==> config.mk <==
export PLATFORM = sky130hd
export DESIGN_NAME = qar_gpio_debounce
export DESIGN_NICKNAME = d
export VERILOG_FILES = /design/src/rtl/qar_gpio_pkg.sv /design/src/rtl/qar_debounce_bit.sv /design/src/rtl/qar_gpio_debounce.sv
export SDC_FILE = /design/constraint.sdc
export NUM_CORES = 1
export LEC_CHECK = 0
export ABC_AREA = 1
export CAP_MARGIN = 10
export CORE_ASPECT_RATIO = 1.1
export CORE_MARGIN = 5
export CORE_UTILIZATION = 55
export CTS_CLUSTER_SIZE = 16
export DETAILED_ROUTE_END_ITERATION = 12
export GPL_TIMING_DRIVEN = 0
export PLACE_DENSITY = 0.88
export SETUP_SLACK_MARGIN = 0.05
export SKIP_CTS_REPAIR_TIMING = 1
export SYNTH_ARGS = -nofsm -noshare
export SYNTH_HDL_FRONTEND = slang
export SYNTH_HIERARCHICAL = 1
export SYNTH_SLANG_ARGS = --single-unit
export TNS_END_PERCENT = 30
==> constraint.sdc <==
create_clock -name clk -period 7.3 [get_ports clk]
set_clock_uncertainty 0.2 [all_clocks]
set_input_delay 1.095 -clock clk [delete_from_list [all_inputs] [get_ports clk]]
set_output_delay 1.095 -clock clk [all_outputs]
set_load 0.02 [all_outputs]
==> src/rtl/qar_gpio_pkg.sv <==
// qar_gpio_pkg: shared constants and elaboration helpers for the GPIO input
// conditioning path (synchroniser + debounce + edge pulses).
//   SYNC_MIN          - fewest synchroniser flops allowed per pin
//   WIDTH_MIN/MAX     - legal range for the pin count
//   DEF_PRESCALE      - suggested software default for cfg_prescale
//   DEF_THRESHOLD     - suggested software default for cfg_threshold
//   width_ok()        - WIDTH bounds check used at elaboration
package qar_gpio_pkg;

  localparam int unsigned SYNC_MIN      = 2;
  localparam int unsigned WIDTH_MIN     = 1;
  localparam int unsigned WIDTH_MAX     = 32;
  localparam int unsigned DEF_PRESCALE  = 999;
  localparam int unsigned DEF_THRESHOLD = 4;

  function automatic bit width_ok(input int unsigned w);
    return (w >= WIDTH_MIN) && (w <= WIDTH_MAX);
  endfunction

endpackage

==> src/rtl/qar_debounce_bit.sv <==
// qar_debounce_bit: one pin of the conditioning path.
//   clk, rst_n  - clock, async active-low reset
//   pin_in      - raw asynchronous pad bit
//   tick        - shared sample tick from the top-level prescaler
//   eff_thr     - threshold already clamped to >= 1
//   bypass      - 1: level follows synchronised value every cycle
//   level_o     - conditioned level
//   rise_o      - one-cycle pulse the cycle after level_o went 0->1
//   fall_o      - one-cycle pulse the cycle after level_o went 1->0
module qar_debounce_bit
  import qar_gpio_pkg::*;
#(
  parameter int SYNC_STAGES = SYNC_MIN,
  parameter int CNT_W       = 4
) (
  input  logic             clk,
  input  logic             rst_n,
  input  logic             pin_in,
  input  logic             tick,
  input  logic [CNT_W-1:0] eff_thr,
  input  logic             bypass,
  output logic             level_o,
  output logic             rise_o,
  output logic             fall_o
);

  logic [SYNC_STAGES-1:0] sync_q;
  logic                   s;
  logic [CNT_W-1:0]       cnt_q, cnt_d;
  logic [CNT_W:0]         cnt_inc;
  logic                   lvl_q, lvl_d, lvl_prev_q;
  logic                   rise_q, fall_q;

  assign s       = sync_q[SYNC_STAGES-1];
  // One extra bit so cnt+1 cannot wrap before the compare.
  assign cnt_inc = {1'b0, cnt_q} + (CNT_W+1)'(1);

  always_comb begin
    cnt_d = cnt_q;
    lvl_d = lvl_q;
    if (bypass) begin
      lvl_d = s;
      cnt_d = '0;
    end else if (s == lvl_q) begin
      // Input agrees with accepted level: any partial run was a glitch.
      cnt_d = '0;
    end else if (tick) begin
      // >= rather than == so a threshold lowered mid-count accepts at once.
      if (cnt_inc >= {1'b0, eff_thr}) begin
        lvl_d = s;
        cnt_d = '0;
      end else begin
        cnt_d = cnt_inc[CNT_W-1:0];
      end
    end
  end

  always_ff @(posedge clk or negedge rst_n) begin
    if (!rst_n) begin
      sync_q     <= '0;
      cnt_q      <= '0;
      lvl_q      <= 1'b0;
      lvl_prev_q <= 1'b0;
      rise_q     <= 1'b0;
      fall_q     <= 1'b0;
    end else begin
      sync_q     <= {sync_q[SYNC_STAGES-2:0], pin_in};
      cnt_q      <= cnt_d;
      lvl_q      <= lvl_d;
      lvl_prev_q <= lvl_q;
      rise_q     <= lvl_q & ~lvl_prev_q;
      fall_q     <= ~lvl_q & lvl_prev_q;
    end
  end

  assign level_o = lvl_q;
  assign rise_o  = rise_q;
  assign fall_o  = fall_q;

endmodule

==> src/rtl/qar_gpio_debounce.sv <==
// qar_gpio_debounce: per-pin synchronise/debounce stage feeding GPIO gpio_in.
//   clk, rst_n     - clock, async active-low reset
//   pin_in         - raw pad inputs
//   cfg_prescale   - sample tick period minus 1
//   cfg_threshold  - consecutive differing ticks to accept a level (0 acts as 1)
//   cfg_bypass     - per-pin debounce bypass
//   gpio_in_o      - conditioned levels
//   rise_o/fall_o  - one-cycle edge pulses, one cycle after gpio_in_o changes
//   tick_o         - shared sample tick
module qar_gpio_debounce
  import qar_gpio_pkg::*;
#(
  parameter int WIDTH       = 32,
  parameter int SYNC_STAGES = 2,
  parameter int PRESCALE_W  = 16,
  parameter int CNT_W       = 4
) (
  input  logic                  clk,
  input  logic                  rst_n,
  input  logic [WIDTH-1:0]      pin_in,
  input  logic [PRESCALE_W-1:0] cfg_prescale,
  input  logic [CNT_W-1:0]      cfg_threshold,
  input  logic [WIDTH-1:0]      cfg_bypass,
  output logic [WIDTH-1:0]      gpio_in_o,
  output logic [WIDTH-1:0]      rise_o,
  output logic [WIDTH-1:0]      fall_o,
  output logic                  tick_o
);

  if (!width_ok(WIDTH)) begin : g_bad_width
    $error("qar_gpio_debounce: WIDTH out of range");
  end
  if (SYNC_STAGES < SYNC_MIN) begin : g_bad_sync
    $error("qar_gpio_debounce: SYNC_STAGES too small");
  end

  logic [PRESCALE_W-1:0] pc_q;
  logic                  tick_q;
  logic [CNT_W-1:0]      eff_thr;

  // Tick is registered; the >= compare recovers immediately when
  // cfg_prescale is lowered below the running count.
  always_ff @(posedge clk or negedge rst_n) begin
    if (!rst_n) begin
      pc_q   <= '0;
      tick_q <= 1'b0;
    end else if (pc_q >= cfg_prescale) begin
      pc_q   <= '0;
      tick_q <= 1'b1;
    end else begin
      pc_q   <= pc_q + PRESCALE_W'(1);
      tick_q <= 1'b0;
    end
  end

  assign tick_o  = tick_q;
  assign eff_thr = (cfg_threshold == '0) ? CNT_W'(1) : cfg_threshold;

  for (genvar i = 0; i < WIDTH; i++) begin : g_bit
    qar_debounce_bit #(
      .SYNC_STAGES (SYNC_STAGES),
      .CNT_W       (CNT_W)
    ) u_bit (
      .clk     (clk),
      .rst_n   (rst_n),
      .pin_in  (pin_in[i]),
      .tick    (tick_q),
      .eff_thr (eff_thr),
      .bypass  (cfg_bypass[i]),
      .level_o (gpio_in_o[i]),
      .rise_o  (rise_o[i]),
      .fall_o  (fall_o[i])
    );
  end

endmodule

# Word level (Yosys, flattened, before mapping)
# Cells that the tools add are included.
[word_totals]
ff_bits = 337
output_inout_bits = 97
elab_cells = 840
[op_classes]
n_addsub = 33
magnitude_cmp = 33
eq_ne = 64
mux = 259
bitwise = 128
reduce_logical = 129
[ops]
columns = ["cell", "count"]
rows = [
  ["$mux 4", 129],
  ["$add 4x1->5 const B", 32],
  ["$ge 5x4->1", 32],
  ["$mux 1", 129],
  ["$reduce_bool 2->1", 64],
  ["$reduce_and 3->1", 32],
  ["$reduce_bool 3->1", 32],
  ["$and 1x1->1", 64],
  ["$ne 2x2->1 const B", 32],
  ["$not 1->1", 64],
  ["$eq 1x1->1", 32],
  ["$add 16x1->16 const B", 1],
  ["$ge 16x16->1", 1],
  ["$mux 16", 1],
  ["$logic_not 4->1", 1],
]

# Logic depth before layout (Yosys ltp)
[logic_depth]
depth_word = 7
mapped_depth = 13
mapped_depth_nobuf = 12

# Hierarchy
# Netlist, hierarchy kept.
[by_module_without_submodules]
columns = ["module", "n_inst", "cells_per_inst", "area_per_inst_um2"]
rows = [
  ["qar_debounce_bit", 32, 65, 558.0],
  ["qar_gpio_debounce", 1, 181, 1325.0],
]

# Least setup slack after synthesis
# No wires, ideal clock.
[synth_path]
kind = "reg-to-output"
start = "register tick_q, in the netlist tick_o"
end = "output port tick_o"
arrival_time_ns = 3.551
required_time_ns = 6.005
path_slack_ns = 2.454
stages_incl_launch_ff = 1
path_buffers = 0
path_cell_list = "dfrtp_1"
[synth_lines]
columns = ["item", "line", "rtl"]
rows = [
  ["start, declared", "qar_gpio_debounce.sv:38", "logic tick_q;"],
  ["start signal, assigned", "qar_gpio_debounce.sv:46", "tick_q <= 1'b0;"],
  ["start signal, assigned", "qar_gpio_debounce.sv:49", "tick_q <= 1'b1;"],
  ["start signal, assigned", "qar_gpio_debounce.sv:52", "tick_q <= 1'b0;"],
  ["end, declared", "qar_gpio_debounce.sv:27", "output logic tick_o"],
]
# No word-level cell between the ends.

# Worst setup path in the final report
[layout_path]
start = "input port cfg_threshold[1]"
end = "register g_bit[9].u_bit.cnt_q[1]"
[layout_between]
elab_chain_cells = 7
[layout_rtl]
columns = ["item", "line", "rtl"]
rows = [
  ["start, declared", "qar_gpio_debounce.sv:22", "input logic [CNT_W-1:0] cfg_threshold,"],
  ["$logic_not 4->1", "qar_gpio_debounce.sv:57", "assign eff_thr = (cfg_threshold == '0) ? CNT_W'(1) : cfg_threshold;"],
  ["$mux 4", "qar_gpio_debounce.sv:57", ""],
  ["net eff_thr[0]", "qar_gpio_debounce.sv:39", "logic [CNT_W-1:0] eff_thr;"],
  ["$ge 5x4->1", "qar_debounce_bit.sv:49", "if (cnt_inc >= {1'b0, eff_thr}) begin"],
  ["$mux 4", "qar_debounce_bit.sv:49", ""],
  ["$mux 4", "qar_debounce_bit.sv:47", "end else if (tick) begin"],
  ["$mux 4", "qar_debounce_bit.sv:44", "end else if (s == lvl_q) begin"],
  ["$mux 4", "qar_debounce_bit.sv:41", "if (bypass) begin"],
  ["end signal, assigned", "qar_debounce_bit.sv:68", "cnt_q <= cnt_d;"],
  ["end, declared", "qar_debounce_bit.sv:29", "logic [CNT_W-1:0] cnt_q, cnt_d;"],
]
# The timed path passes the listed nets, and every way through them passes these cells. The select of a mux whose other input is x is not followed.
# A chain may end at the register's enable or synchronous reset.

==> flow_metrics.env <==
export IMPL_synth_edff_count=0
export IMPL_async_flop_share_pct=100
export IMPL_ys_seq_area_share_pct=44.0
export IMPL_drive_gt1_share_pct=11.2
export IMPL_syn_inst=2261
export IMPL_final_core_util_pct=67.3
export IMPL_dieArea_sq_um=38700
export IMPL_drc=0
export IMPL_nFillCells=2496
export IMPL_routedWlPerCell_microns=13.3
export IMPL_dr_pass1_iters=7
export IMPL_synthToLayoutAreaGrowth_pct=20.2
export IMPL_clk_pin_slew_worst_paths_ns=0.06
export IMPL_antenna_found_initial=0
export IMPL_netlist_top_cells_area="dfrtp_1, nand2_1, ha_1"
export IMPL_ir_worst_vdd_v=0.000206
export IMPL_fmax_ghz=0.292
export IMPL_status="completed"
export IMPL_place_congestion=0.819
export IMPL_die_x_microns=188
export IMPL_cp_start_kind="input port"
export IMPL_min_delay_path_class="reg -> reg"
export IMPL_post_route_period_util_pct=46.9
export IMPL_vias=14903
export IMPL_postRouteAntennaNets=0
export IMPL_drtIter0Drc=617
export IMPL_io_buffer_count=182
export IMPL_fp_dieH_microns=206
export IMPL_clk_latency_ns=0.52
export IMPL_synth_xor_area_share_pct=3.20
export IMPL_rows=71
export IMPL_nets=2752
export IMPL_tightest_slew_ns=1.00
export IMPL_grt_max_degree=96
export IMPL_syn_avg_cell_area_sq_um=8.48
export IMPL_root_buffer="clkbuf_16"
export IMPL_critPathRequiredTime_ns=7.55
export IMPL_synth_top_area_share_pct=44.0
export IMPL_cp_max_fo=32
export IMPL_hold_violations=0
export IMPL_synth_warnings=6
export IMPL_avgViaCountPerCell=5.04
export IMPL_synth_compound_area_share_pct=2.67
export IMPL_grt_ovfl_total=0
export IMPL_synth_mux_area_share_pct=0
export IMPL_end_kind="flop"
export IMPL_gr_usage_all_layers_pct=20.6
export IMPL_power_density_nw_per_um2=210
export IMPL_core_sq_um=34300
export IMPL_synthSimpleGateAreaFrac_pct=30.3
export IMPL_pin_count=183
export IMPL_grt_pass1_vias=15664
export IMPL_cts_sinks=337
export IMPL_dp_hpwl_mm=28.2
export IMPL_rsz0062_at_grt="false"
export IMPL_drt_total_wl_mm=39.3
export IMPL_whs_ns=0.146
export IMPL_start_util_pct=55.9
export IMPL_maxSlewViolCount=0
export IMPL_clk_path_buf_depth=3
export IMPL_yosys_top_cells_count="nand2_1, inv_1, dfrtp_1, ha_1, nand3_1"
export IMPL_cp_arrival_ns=3.67
export IMPL_post_synth_num_cell_types=29
export IMPL_ys_flop_type="dfrtp_1"
export IMPL_synth_fp_nets=2524
export IMPL_setup_viol=0
export IMPL_synth_top_area_cell="dfrtp_1"
export IMPL_leakage_uw=0.0128
export IMPL_cts_max_level=2
export IMPL_synth_adder_area_share_pct=11.5
export IMPL_cts_tree="done"
export IMPL_diodes=0
export IMPL_relSlewSlack_pct=33.0
export IMPL_netlist_area_sq_um=19200
export IMPL_finalCriticalPeriod_ns=3.43
export IMPL_ys_ff_latch=337
export IMPL_path_class="in -> reg"
export IMPL_grt_pass1_wl_mm=68.2
export IMPL_synth_most_common_cell="nand2_1"
export IMPL_drv_cap=0
export IMPL_numCtsBuffers=37
export IMPL_synth_top_family_by_area="simple AND/OR/NAND/NOR gates"
## cell type report
cell class	count	area [sq um]	share of cell area, %
Inverter	418	1570	6.81
Tap cell	438	548	2.38
Sequential cell	337	8440	36.6
Multi-Input combinational cell	1502	9160	39.7
Clock buffer	50	1080	4.67
Clock inverter	18	226	0.982
Buffer	4	22.5	0.0977
Timing Repair Buffer	189	2020	8.76
## path summary, 6_finish.rpt
check                                                     from                                    to  slack, ns  cells past startpoint
hold reg to reg            g_bit[24].u_bit/sync_q[0]$_DFF_PN0_   g_bit[24].u_bit/sync_q[1]$_DFF_PN0_       0.15                      0
max in group asynchronous                                rst_n       g_bit[9].u_bit/fall_o$_DFF_PN0_       5.29                      3
min in group asynchronous                                rst_n  g_bit[15].u_bit/cnt_q[3]$_DFFE_PN0P_       0.31                      1
setup reg to reg           g_bit[9].u_bit/cnt_q[0]$_DFFE_PN0P_   g_bit[9].u_bit/cnt_q[1]$_DFFE_PN0P_       5.01                     12
hold / removal             g_bit[24].u_bit/sync_q[0]$_DFF_PN0_   g_bit[24].u_bit/sync_q[1]$_DFF_PN0_       0.15                      0
setup / recovery                              cfg_threshold[1]   g_bit[9].u_bit/cnt_q[1]$_DFFE_PN0P_       3.87                     13
## metal layers
metal	up-vias	global-route usage, %	share of wire (%)
li1	7428	-	-
met1	7055	22.3	38
met5	-	0	0
met4	0	6.92	2.5
met3	94	3.95	5.0
met2	326	40.3	54
## report_power, final
| group | switching, uW | internal [uW] | leakage [uW] |
|---|---|---|---|
| logic | 433 | 328 | 0.00782 |
| clock network | 752 | 1220 | 0.000640 |
| registers | 106 | 2000 | 0.00438 |
| total | 1290 | 3540 | 0.0128 |
## stage by stage
step | setup TNS (ns) | instances | area (sq um) | power (uW) | setup slack [ns]
2_1_floorplan | 0 | 2261 | 19200 | 2560 | 2.45
3_3_place_gp | -3187.18 | 2881 | 21600 | 2850 | -9.50
3_5_place_dp | 0 | 2888 | 21800 | 2900 | 3.40
5_1_grt | 0 | 2956 | 23100 | 5070 | 3.68
6_report | 0 | 2956 | 23100 | 4830 | 3.87
4_1_cts | 0 | 2956 | 23100 | 4900 | 3.90
## cell usage in the layout (no fill, tap or decap), drive strengths merged
cell / instances
a21oi: 39
buf: 9
bufinv: 5
clkbuf: 53
clkdlybuf4s50: 181
clkinv: 10
clkinvlp: 3
dfrtp: 337
ha: 177
inv: 418
nand2: 813
nand3: 139
nand4: 34
nor2: 123
nor3: 36
o21a: 1
o21ai: 35
o21bai: 2
or2: 33
xnor2: 33
xor2: 37
## sequential cells by signal, summed over array words and instances (netlist names)
signal,cells
g_bit.u_bit/cnt_q,128
g_bit.u_bit/fall_o,32
g_bit.u_bit/level_o,32
g_bit.u_bit/lvl_prev_q,32
g_bit.u_bit/rise_o,32
g_bit.u_bit/sync_q,64
pc_q,16
tick_o,1
## worst max-delay path, cell delays in order
cell and delay [ns]:
clkdlybuf4s50_1 0.43, nor3_1 0.17, or2_2 0.80, ha_1 0.38, inv_1 0.06, nand2_1 0.07
nand2_1 0.10, nand2_1 0.07, nand2_1 0.08, nand2_1 0.07, nor2_2 0.15, nand2_1 0.10
nand2_1 0.09
## cell families (layout without fill, tap and decap cells)
| kind of cell | after synthesis | count (layout) |
|---|---|---|
| xor+xnor | 70 | 70 |
| simple gates | 1178 | 1178 |
| flops | 337 | 337 |
| compound gates | 77 | 77 |
| buf+inv | 422 | 679 |
| fa+ha+maj | 177 | 177 |
(Power assumes the default switching activity.)
